`src/rtl/wb_arbiter.sv`:
```
// Write-back arbiter: per-pipe result FIFOs merged onto a single register-file
// write port, granted by fixed priority or round-robin, with a registered output.
module wb_arbiter #(
  parameter int NUM_PIPES = 4,
  parameter int DATA_W    = 32,
  parameter int REG_W     = 5,
  parameter int DEPTH     = 2,
  parameter int ARB_MODE  = 0
) (
  input  logic                          clk,
  input  logic                          rst_n,
  input  logic [NUM_PIPES-1:0]          in_valid,
  output logic [NUM_PIPES-1:0]          in_ready,
  input  logic [NUM_PIPES-1:0]          in_reg_write,
  input  logic [NUM_PIPES*REG_W-1:0]    in_rd,
  input  logic [NUM_PIPES*DATA_W-1:0]   in_data,
  output logic                          wr_en,
  output logic [REG_W-1:0]              wr_rd,
  output logic [DATA_W-1:0]             wr_data,
  output logic [$clog2(NUM_PIPES)-1:0]  wr_pipe,
  output logic                          pending
);

  localparam int PW = $clog2(NUM_PIPES);
  localparam int AW = $clog2(DEPTH);
  localparam int CW = AW + 1;
  localparam int EW = 1 + REG_W + DATA_W;

  localparam logic [AW-1:0] PTR_ONE   = AW'(1'b1);
  localparam logic [CW-1:0] CNT_ONE   = CW'(1'b1);
  localparam logic [CW-1:0] CNT_FULL  = CW'(DEPTH);
  localparam logic [PW-1:0] PIPE_ONE  = PW'(1'b1);
  localparam logic [PW-1:0] LAST_PIPE = PW'(NUM_PIPES - 1);
  localparam bit            RR_MODE   = (ARB_MODE == 32'sd1);

  // Entry layout: {reg_write, rd, data}
  logic [EW-1:0]       mem_q    [NUM_PIPES][DEPTH];
  logic [EW-1:0]       mem_d    [NUM_PIPES][DEPTH];
  logic [AW-1:0]       wr_ptr_q [NUM_PIPES];
  logic [AW-1:0]       wr_ptr_d [NUM_PIPES];
  logic [AW-1:0]       rd_ptr_q [NUM_PIPES];
  logic [AW-1:0]       rd_ptr_d [NUM_PIPES];
  logic [CW-1:0]       count_q  [NUM_PIPES];
  logic [CW-1:0]       count_d  [NUM_PIPES];
  logic [PW-1:0]       rr_ptr_q, rr_ptr_d;
  logic                wr_en_q, wr_en_d;
  logic [REG_W-1:0]    wr_rd_q, wr_rd_d;
  logic [DATA_W-1:0]   wr_data_q, wr_data_d;
  logic [PW-1:0]       wr_pipe_q, wr_pipe_d;
  logic                out_vld_q, out_vld_d;

  logic [NUM_PIPES-1:0] nonempty_s;
  logic [NUM_PIPES-1:0] push_s;
  logic [NUM_PIPES-1:0] pop_s;
  logic [NUM_PIPES-1:0] take_hi_s;
  logic [NUM_PIPES-1:0] take_wrap_s;
  logic                 grant_vld_s;
  logic [PW-1:0]        grant_idx_s;
  logic [EW-1:0]        head_s;
  logic                 head_rw_s;
  logic [REG_W-1:0]     head_rd_s;
  logic [DATA_W-1:0]    head_data_s;

  // Buffer occupancy flags and ready, derived from counts only
  always_comb begin
    nonempty_s = {NUM_PIPES{1'b0}};
    in_ready   = {NUM_PIPES{1'b0}};
    for (int i = 0; i < NUM_PIPES; i++) begin
      nonempty_s[i] = (count_q[i] != {CW{1'b0}});
      in_ready[i]   = (count_q[i] < CNT_FULL);
    end
  end

  // Grant selection: first pass scans from rr_ptr upward, second pass wraps (round-robin only)
  always_comb begin
    grant_vld_s = 1'b0;
    grant_idx_s = {PW{1'b0}};
    head_s      = {EW{1'b0}};
    take_hi_s   = {NUM_PIPES{1'b0}};
    take_wrap_s = {NUM_PIPES{1'b0}};
    for (int i = 0; i < NUM_PIPES; i++) begin
      take_hi_s[i] = !grant_vld_s && nonempty_s[i] && (!RR_MODE || (PW'(i) >= rr_ptr_q));
      grant_vld_s  = grant_vld_s | take_hi_s[i];
      grant_idx_s  = take_hi_s[i] ? PW'(i) : grant_idx_s;
      head_s       = take_hi_s[i] ? mem_q[i][rd_ptr_q[i]] : head_s;
    end
    for (int i = 0; i < NUM_PIPES; i++) begin
      take_wrap_s[i] = RR_MODE && !grant_vld_s && nonempty_s[i];
      grant_vld_s    = grant_vld_s | take_wrap_s[i];
      grant_idx_s    = take_wrap_s[i] ? PW'(i) : grant_idx_s;
      head_s         = take_wrap_s[i] ? mem_q[i][rd_ptr_q[i]] : head_s;
    end
  end

  // FIFO push/pop bookkeeping; simultaneous push and pop keeps the count
  always_comb begin
    mem_d    = mem_q;
    wr_ptr_d = wr_ptr_q;
    rd_ptr_d = rd_ptr_q;
    count_d  = count_q;
    push_s   = {NUM_PIPES{1'b0}};
    pop_s    = {NUM_PIPES{1'b0}};
    for (int i = 0; i < NUM_PIPES; i++) begin
      push_s[i] = in_valid[i] & in_ready[i];
      pop_s[i]  = grant_vld_s && (grant_idx_s == PW'(i));
      if (push_s[i]) begin
        mem_d[i][wr_ptr_q[i]] = {in_reg_write[i], in_rd[i*REG_W +: REG_W], in_data[i*DATA_W +: DATA_W]};
      end else begin
        mem_d[i][wr_ptr_q[i]] = mem_q[i][wr_ptr_q[i]];
      end
      wr_ptr_d[i] = push_s[i] ? (wr_ptr_q[i] + PTR_ONE) : wr_ptr_q[i];
      rd_ptr_d[i] = pop_s[i]  ? (rd_ptr_q[i] + PTR_ONE) : rd_ptr_q[i];
      case ({push_s[i], pop_s[i]})
        2'b10:   count_d[i] = count_q[i] + CNT_ONE;
        2'b01:   count_d[i] = count_q[i] - CNT_ONE;
        default: count_d[i] = count_q[i];
      endcase
    end
  end

  // Output register next-state; rd==0 or !reg_write entries still use their slot
  always_comb begin
    head_rw_s   = head_s[EW-1];
    head_rd_s   = head_s[DATA_W +: REG_W];
    head_data_s = head_s[DATA_W-1:0];
    wr_en_d     = grant_vld_s & head_rw_s & (head_rd_s != {REG_W{1'b0}});
    wr_rd_d     = grant_vld_s ? head_rd_s   : wr_rd_q;
    wr_data_d   = grant_vld_s ? head_data_s : wr_data_q;
    wr_pipe_d   = grant_vld_s ? grant_idx_s : wr_pipe_q;
    out_vld_d   = grant_vld_s;
    if (!grant_vld_s) begin
      rr_ptr_d = rr_ptr_q;
    end else if (grant_idx_s == LAST_PIPE) begin
      rr_ptr_d = {PW{1'b0}};
    end else begin
      rr_ptr_d = grant_idx_s + PIPE_ONE;
    end
  end

  // Control state with synchronous active-low reset
  always_ff @(posedge clk) begin
    if (!rst_n) begin
      for (int i = 0; i < NUM_PIPES; i++) begin
        wr_ptr_q[i] <= {AW{1'b0}};
        rd_ptr_q[i] <= {AW{1'b0}};
        count_q[i]  <= {CW{1'b0}};
      end
      rr_ptr_q  <= {PW{1'b0}};
      wr_en_q   <= 1'b0;
      wr_rd_q   <= {REG_W{1'b0}};
      wr_data_q <= {DATA_W{1'b0}};
      wr_pipe_q <= {PW{1'b0}};
      out_vld_q <= 1'b0;
    end else begin
      wr_ptr_q  <= wr_ptr_d;
      rd_ptr_q  <= rd_ptr_d;
      count_q   <= count_d;
      rr_ptr_q  <= rr_ptr_d;
      wr_en_q   <= wr_en_d;
      wr_rd_q   <= wr_rd_d;
      wr_data_q <= wr_data_d;
      wr_pipe_q <= wr_pipe_d;
      out_vld_q <= out_vld_d;
    end
  end

  // Entry storage; stale contents are unreachable once pointers are cleared
  always_ff @(posedge clk) begin
    mem_q <= mem_d;
  end

  assign wr_en   = wr_en_q;
  assign wr_rd   = wr_rd_q;
  assign wr_data = wr_data_q;
  assign wr_pipe = wr_pipe_q;
  assign pending = out_vld_q | (|nonempty_s);

endmodule

```
`config.mk`:
```
export PLATFORM = sky130hd
export DESIGN_NAME = wb_arbiter
export DESIGN_NICKNAME = d
export VERILOG_FILES = /design/src/rtl/wb_arbiter.sv
export SDC_FILE = /design/constraint.sdc
export NUM_CORES = 1
export LEC_CHECK = 0
export CELL_PAD_IN_SITES_DETAIL_PLACEMENT = 0
export CELL_PAD_IN_SITES_GLOBAL_PLACEMENT = 1
export CORE_MARGIN = 2
export CORE_UTILIZATION = 44
export DETAILED_ROUTE_END_ITERATION = 7
export GPL_TIMING_DRIVEN = 1
export PLACE_DENSITY_LB_ADDON = 0.1
export SLEW_MARGIN = 25
export SYNTH_ARGS = -nofsm -noshare
export SYNTH_HDL_FRONTEND = slang
export SYNTH_SLANG_ARGS = --single-unit
```
`constraint.sdc`:
```
create_clock -name clk -period 3 [get_ports clk]
set_input_delay 0.3 -clock clk [delete_from_list [all_inputs] [get_ports clk]]
set_output_delay 0.3 -clock clk [all_outputs]
set_load 0.02 [all_outputs]
```
==> impl_metrics.xml <==
<?xml version="1.0" encoding="UTF-8"?>
<metrics>
  <group name="status">
    <metric name="status" unit="">finished clean</metric>
  </group>
  <group name="route">
    <metric name="dr.pass1.iters" unit="">5</metric>
    <metric name="initialDrtViolationCount" unit="">847</metric>
    <metric name="drc_violations" unit="">0</metric>
    <metric name="route.vias.total" unit="">12700</metric>
    <metric name="drt_wl_total" unit="um">45100</metric>
    <metric name="route.detailed.vias_per_inst" unit="">5.40</metric>
    <metric name="route.detailed.wl_per_inst" unit="um">19.2</metric>
    <metric name="ant_nets" unit="">0</metric>
  </group>
  <group name="setup_path">
    <metric name="setup.worst_path.start_class" unit="">register</metric>
    <metric name="timing.rr.end" unit="">wr_en</metric>
    <metric name="r2r_start" unit="">count_q[4]</metric>
    <metric name="setup.worst_path.class" unit="">reg -&gt; out</metric>
    <metric name="setup.reg_to_reg.worst_slack" unit="ns">0.71</metric>
    <metric name="cp-end-kind" unit="">output pin</metric>
    <metric name="cp_max_fo" unit="">11</metric>
    <metric name="critPathArrivalTime" unit="ns">2.50</metric>
    <metric name="critical_path.endpoint" unit="">pending</metric>
    <metric name="r2r.worst_path.cells" unit="">6</metric>
    <metric name="critical_path_required" unit="ns">2.70</metric>
    <metric name="crit_start" unit="">count_q[4]</metric>
  </group>
  <group name="timing">
    <metric name="finClkSkew" unit="ns">0.0206</metric>
    <metric name="finalHoldViolCount" unit="">0</metric>
    <metric name="post-route-period-util" unit="">0.935</metric>
    <metric name="postLayoutSetupSlackWorst" unit="ns">0.195</metric>
    <metric name="min_period" unit="ns">2.80</metric>
    <metric name="timing.fmax" unit="MHz">357</metric>
    <metric name="timing.final.max_slew_violations" unit="">0</metric>
    <metric name="finalSetupViolCount" unit="">0</metric>
    <metric name="setup-tns-final" unit="ns">0</metric>
    <metric name="timing_worst_slew_pin_value" unit="ns">0.924</metric>
    <metric name="setup_repair_after_global_routing_missed_its_margin" unit="">false</metric>
    <metric name="normalized_max_slew_margin" unit="">0.384</metric>
  </group>
  <group name="layout">
    <metric name="ant_cells" unit="">0</metric>
    <metric name="post_route_cells_drive_above_1_share" unit="">0.0654</metric>
    <metric name="nets" unit="">1969</metric>
    <metric name="final_cell_mix" unit="">sky130_fd_sc_hd__nand2_1, sky130_fd_sc_hd__a21oi_1, sky130_fd_sc_hd__edfxtp_1, sky130_fd_sc_hd__clkdlybuf4s50_1, sky130_fd_sc_hd__mux2i_1</metric>
    <metric name="flow.area_growth_from_synthesis" unit="%">22.4</metric>
    <metric name="layout_commonest_cell" unit="">sky130_fd_sc_hd__nand2_1</metric>
    <metric name="final.fill_count" unit="">3547</metric>
  </group>
  <group name="placement">
    <metric name="dp_hpwl" unit="um">29900</metric>
    <metric name="place.gp.congestion" unit="">0.858</metric>
    <metric name="detailedPlace.worstSlack" unit="ns">0.718</metric>
    <metric name="port_buffers" unit="">202</metric>
  </group>
  <group name="clock_tree">
    <metric name="clock_latency" unit="ns">0.55</metric>
    <metric name="clock_tree.buffer_depth" unit="">3</metric>
    <metric name="post-cts-setup-buffers" unit="">0</metric>
    <metric name="cts_resized" unit="">0</metric>
    <metric name="worst_setup_hold_path_clk_slew" unit="ns">0.06</metric>
    <metric name="cts_tree" unit="">yes</metric>
    <metric name="clock_tree.htree_level_count" unit="">2</metric>
    <metric name="hold_buffers" unit="">0</metric>
    <metric name="clk_root_buffer_cell" unit="">sky130_fd_sc_hd__clkbuf_16</metric>
    <metric name="clock_sink_count" unit="">361</metric>
    <metric name="tritoncts.num_buffers" unit="">40</metric>
  </group>
  <group name="yosys">
    <metric name="ys.warnings.count" unit="">0</metric>
    <metric name="netlist_instances" unit="">1654</metric>
    <metric name="synth_flop_cell" unit="">sky130_fd_sc_hd__edfxtp_1</metric>
    <metric name="synth.distinct_cells" unit="">37</metric>
    <metric name="synth-seq-area-share" unit="">0.603</metric>
    <metric name="share_of_flip_flops_with_an_asynchronous_set_or_reset_after_synthesis" unit="">0</metric>
    <metric name="synth-edff-count" unit="">304</metric>
    <metric name="synth_seq_cells" unit="">361</metric>
    <metric name="post_synth.cell_area_avg" unit="um2">10.3</metric>
    <metric name="synth_fp_nets" unit="">1816</metric>
    <metric name="syn-cell-area" unit="mm2">0.0170</metric>
  </group>
  <group name="floorplan">
    <metric name="io_pins" unit="">203</metric>
    <metric name="fp-row-count" unit="">72</metric>
    <metric name="initial_core_util" unit="">0.444</metric>
    <metric name="design.die.area" unit="mm2">0.0403</metric>
    <metric name="die_width" unit="um">201</metric>
    <metric name="die_y" unit="um">201</metric>
    <metric name="coreArea" unit="mm2">0.0384</metric>
  </group>
  <group name="power">
    <metric name="vdd_drop_max" unit="uV">460</metric>
    <metric name="power_density" unit="mW/mm2">1050</metric>
    <metric name="cellLeakagePower" unit="uW">0.00740</metric>
  </group>
  <group name="grt">
    <metric name="congestion_overflow_gr" unit="">0</metric>
    <metric name="grt_antenna_before_repair" unit="">0</metric>
    <metric name="grt_use_total" unit="">0.219</metric>
    <metric name="grt_start_max_net_pins" unit="">78</metric>
    <metric name="grt_pass1_wl" unit="um">68800</metric>
    <metric name="via_count_of_the_first_global_routing_pass" unit="">12300</metric>
  </group>
  <group name="flow_run">
    <metric name="max_cap_violations" unit="">0</metric>
  </group>
  <group name="hold_path">
    <metric name="holdPathStages" unit="">3</metric>
    <metric name="hold_path.class" unit="">in -&gt; reg</metric>
  </group>
</metrics>
==> stage by stage <==
step	util	hold slack, ns	std cells	total power [uW]	area [um2]
floorplan	-	0.438	1654	14300	17000
global placement	0.510	0.479	2283	17000	19600
detailed placement	0.510	0.490	2283	17300	19600
CTS	0.543	0.369	2354	22000	20800
global route	0.543	0.451	2354	23100	20800
finish	0.543	0.411	2354	21800	20800
==> report_power, final <==
group          internal (uW)  total [uW]  switching [uW]
logic                   3070        8120            5050
clock network           2780        4740            1960
registers               7840        8930            1090
total                  13700       21800            8090
==> Yosys cell counts, drive strengths merged (2+ instances only) <==
library cell  count  share of area
a31oi             3         0.0011
or2               3         0.0011
a21oi           318          0.093
mux2              3         0.0020
mux2i           152          0.089
xnor2            11         0.0057
nor2             52          0.011
edfxtp          304           0.54
clkinv            2        0.00044
a211oi           32          0.014
nand2           463           0.10
inv              15         0.0033
o32ai             4         0.0021
nor2b             5         0.0018
nor4              3         0.0011
or3               5         0.0018
dfxtp            57          0.067
nor3              9         0.0026
clkbuf           98          0.022
buf              26         0.0065
ha                4         0.0029
o22ai            62          0.023
o21ai             8         0.0024
o211ai            2        0.00088
xor2              5         0.0026
==> sequential cells by signal, indices dropped and copies added (netlist names) <==
name       cells
wr_ptr_q       4
wr_data       32
wr_en          1
wr_pipe        2
mem_q        304
rd_ptr_q       4
out_vld_q      1
count_q        8
wr_rd          5
==> worst max-delay path, cell delays in order (launching register included) <==
cell,delay (ns)
sky130_fd_sc_hd__dfxtp_1,0.36
sky130_fd_sc_hd__or4_1,0.58
sky130_fd_sc_hd__buf_4,0.21
sky130_fd_sc_hd__nor3_2,0.20
sky130_fd_sc_hd__nand2b_1,0.07
sky130_fd_sc_hd__clkdlybuf4s50_1,0.54
==> how the worst min path moves through the flow <==
stage / slack [ns] / from / to
finish: 0.41 / rst_n / wr_data[30]
global route: 0.45 / in_data[76] / mem_q[126]
CTS: 0.37 / rst_n / wr_data[30]
detailed placement: 0.49 / wr_data[18] / wr_data[18]
global placement: 0.48 / wr_data[26] / wr_data[26]
floorplan: 0.44 / rst_n / wr_data[30]
==> layer usage <==
metal / global-route usage / vias to the layer above / routed length [um]
li1: - / 6236 / -
met1: 0.285 / 6102 / 19100
met2: 0.374 / 313 / 22400
met3: 0.0373 / 68 / 2380
met4: 0.0728 / 0 / 1220
met5: 0 / - / 0
==> cell type report <==
cell class | count | area (um2) | area share
clock buffer | 55 | 1160 | 0.0557
clock inverter | 16 | 98.8 | 0.00474
inverter | 17 | 63.8 | 0.00306
multi-input combinational | 1152 | 6240 | 0.300
sequential | 361 | 10300 | 0.493
tap | 518 | 648 | 0.0311
timing repair buffer | 235 | 2340 | 0.113
==> cell families (layout without fill, tap and decap cells) <==
kind of cell | Yosys count | count (layout) | share of synthesized area
mux | 155 | 155 | 0.0914
flops | 361 | 361 | 0.603
buf+inv | 141 | 323 | 0.0318
fa+ha+maj | 4 | 4 | 0.00294
compound gates | 432 | 432 | 0.138
xor+xnor | 16 | 16 | 0.00823
simple gates | 545 | 545 | 0.124
(Power assumes the default switching activity.)
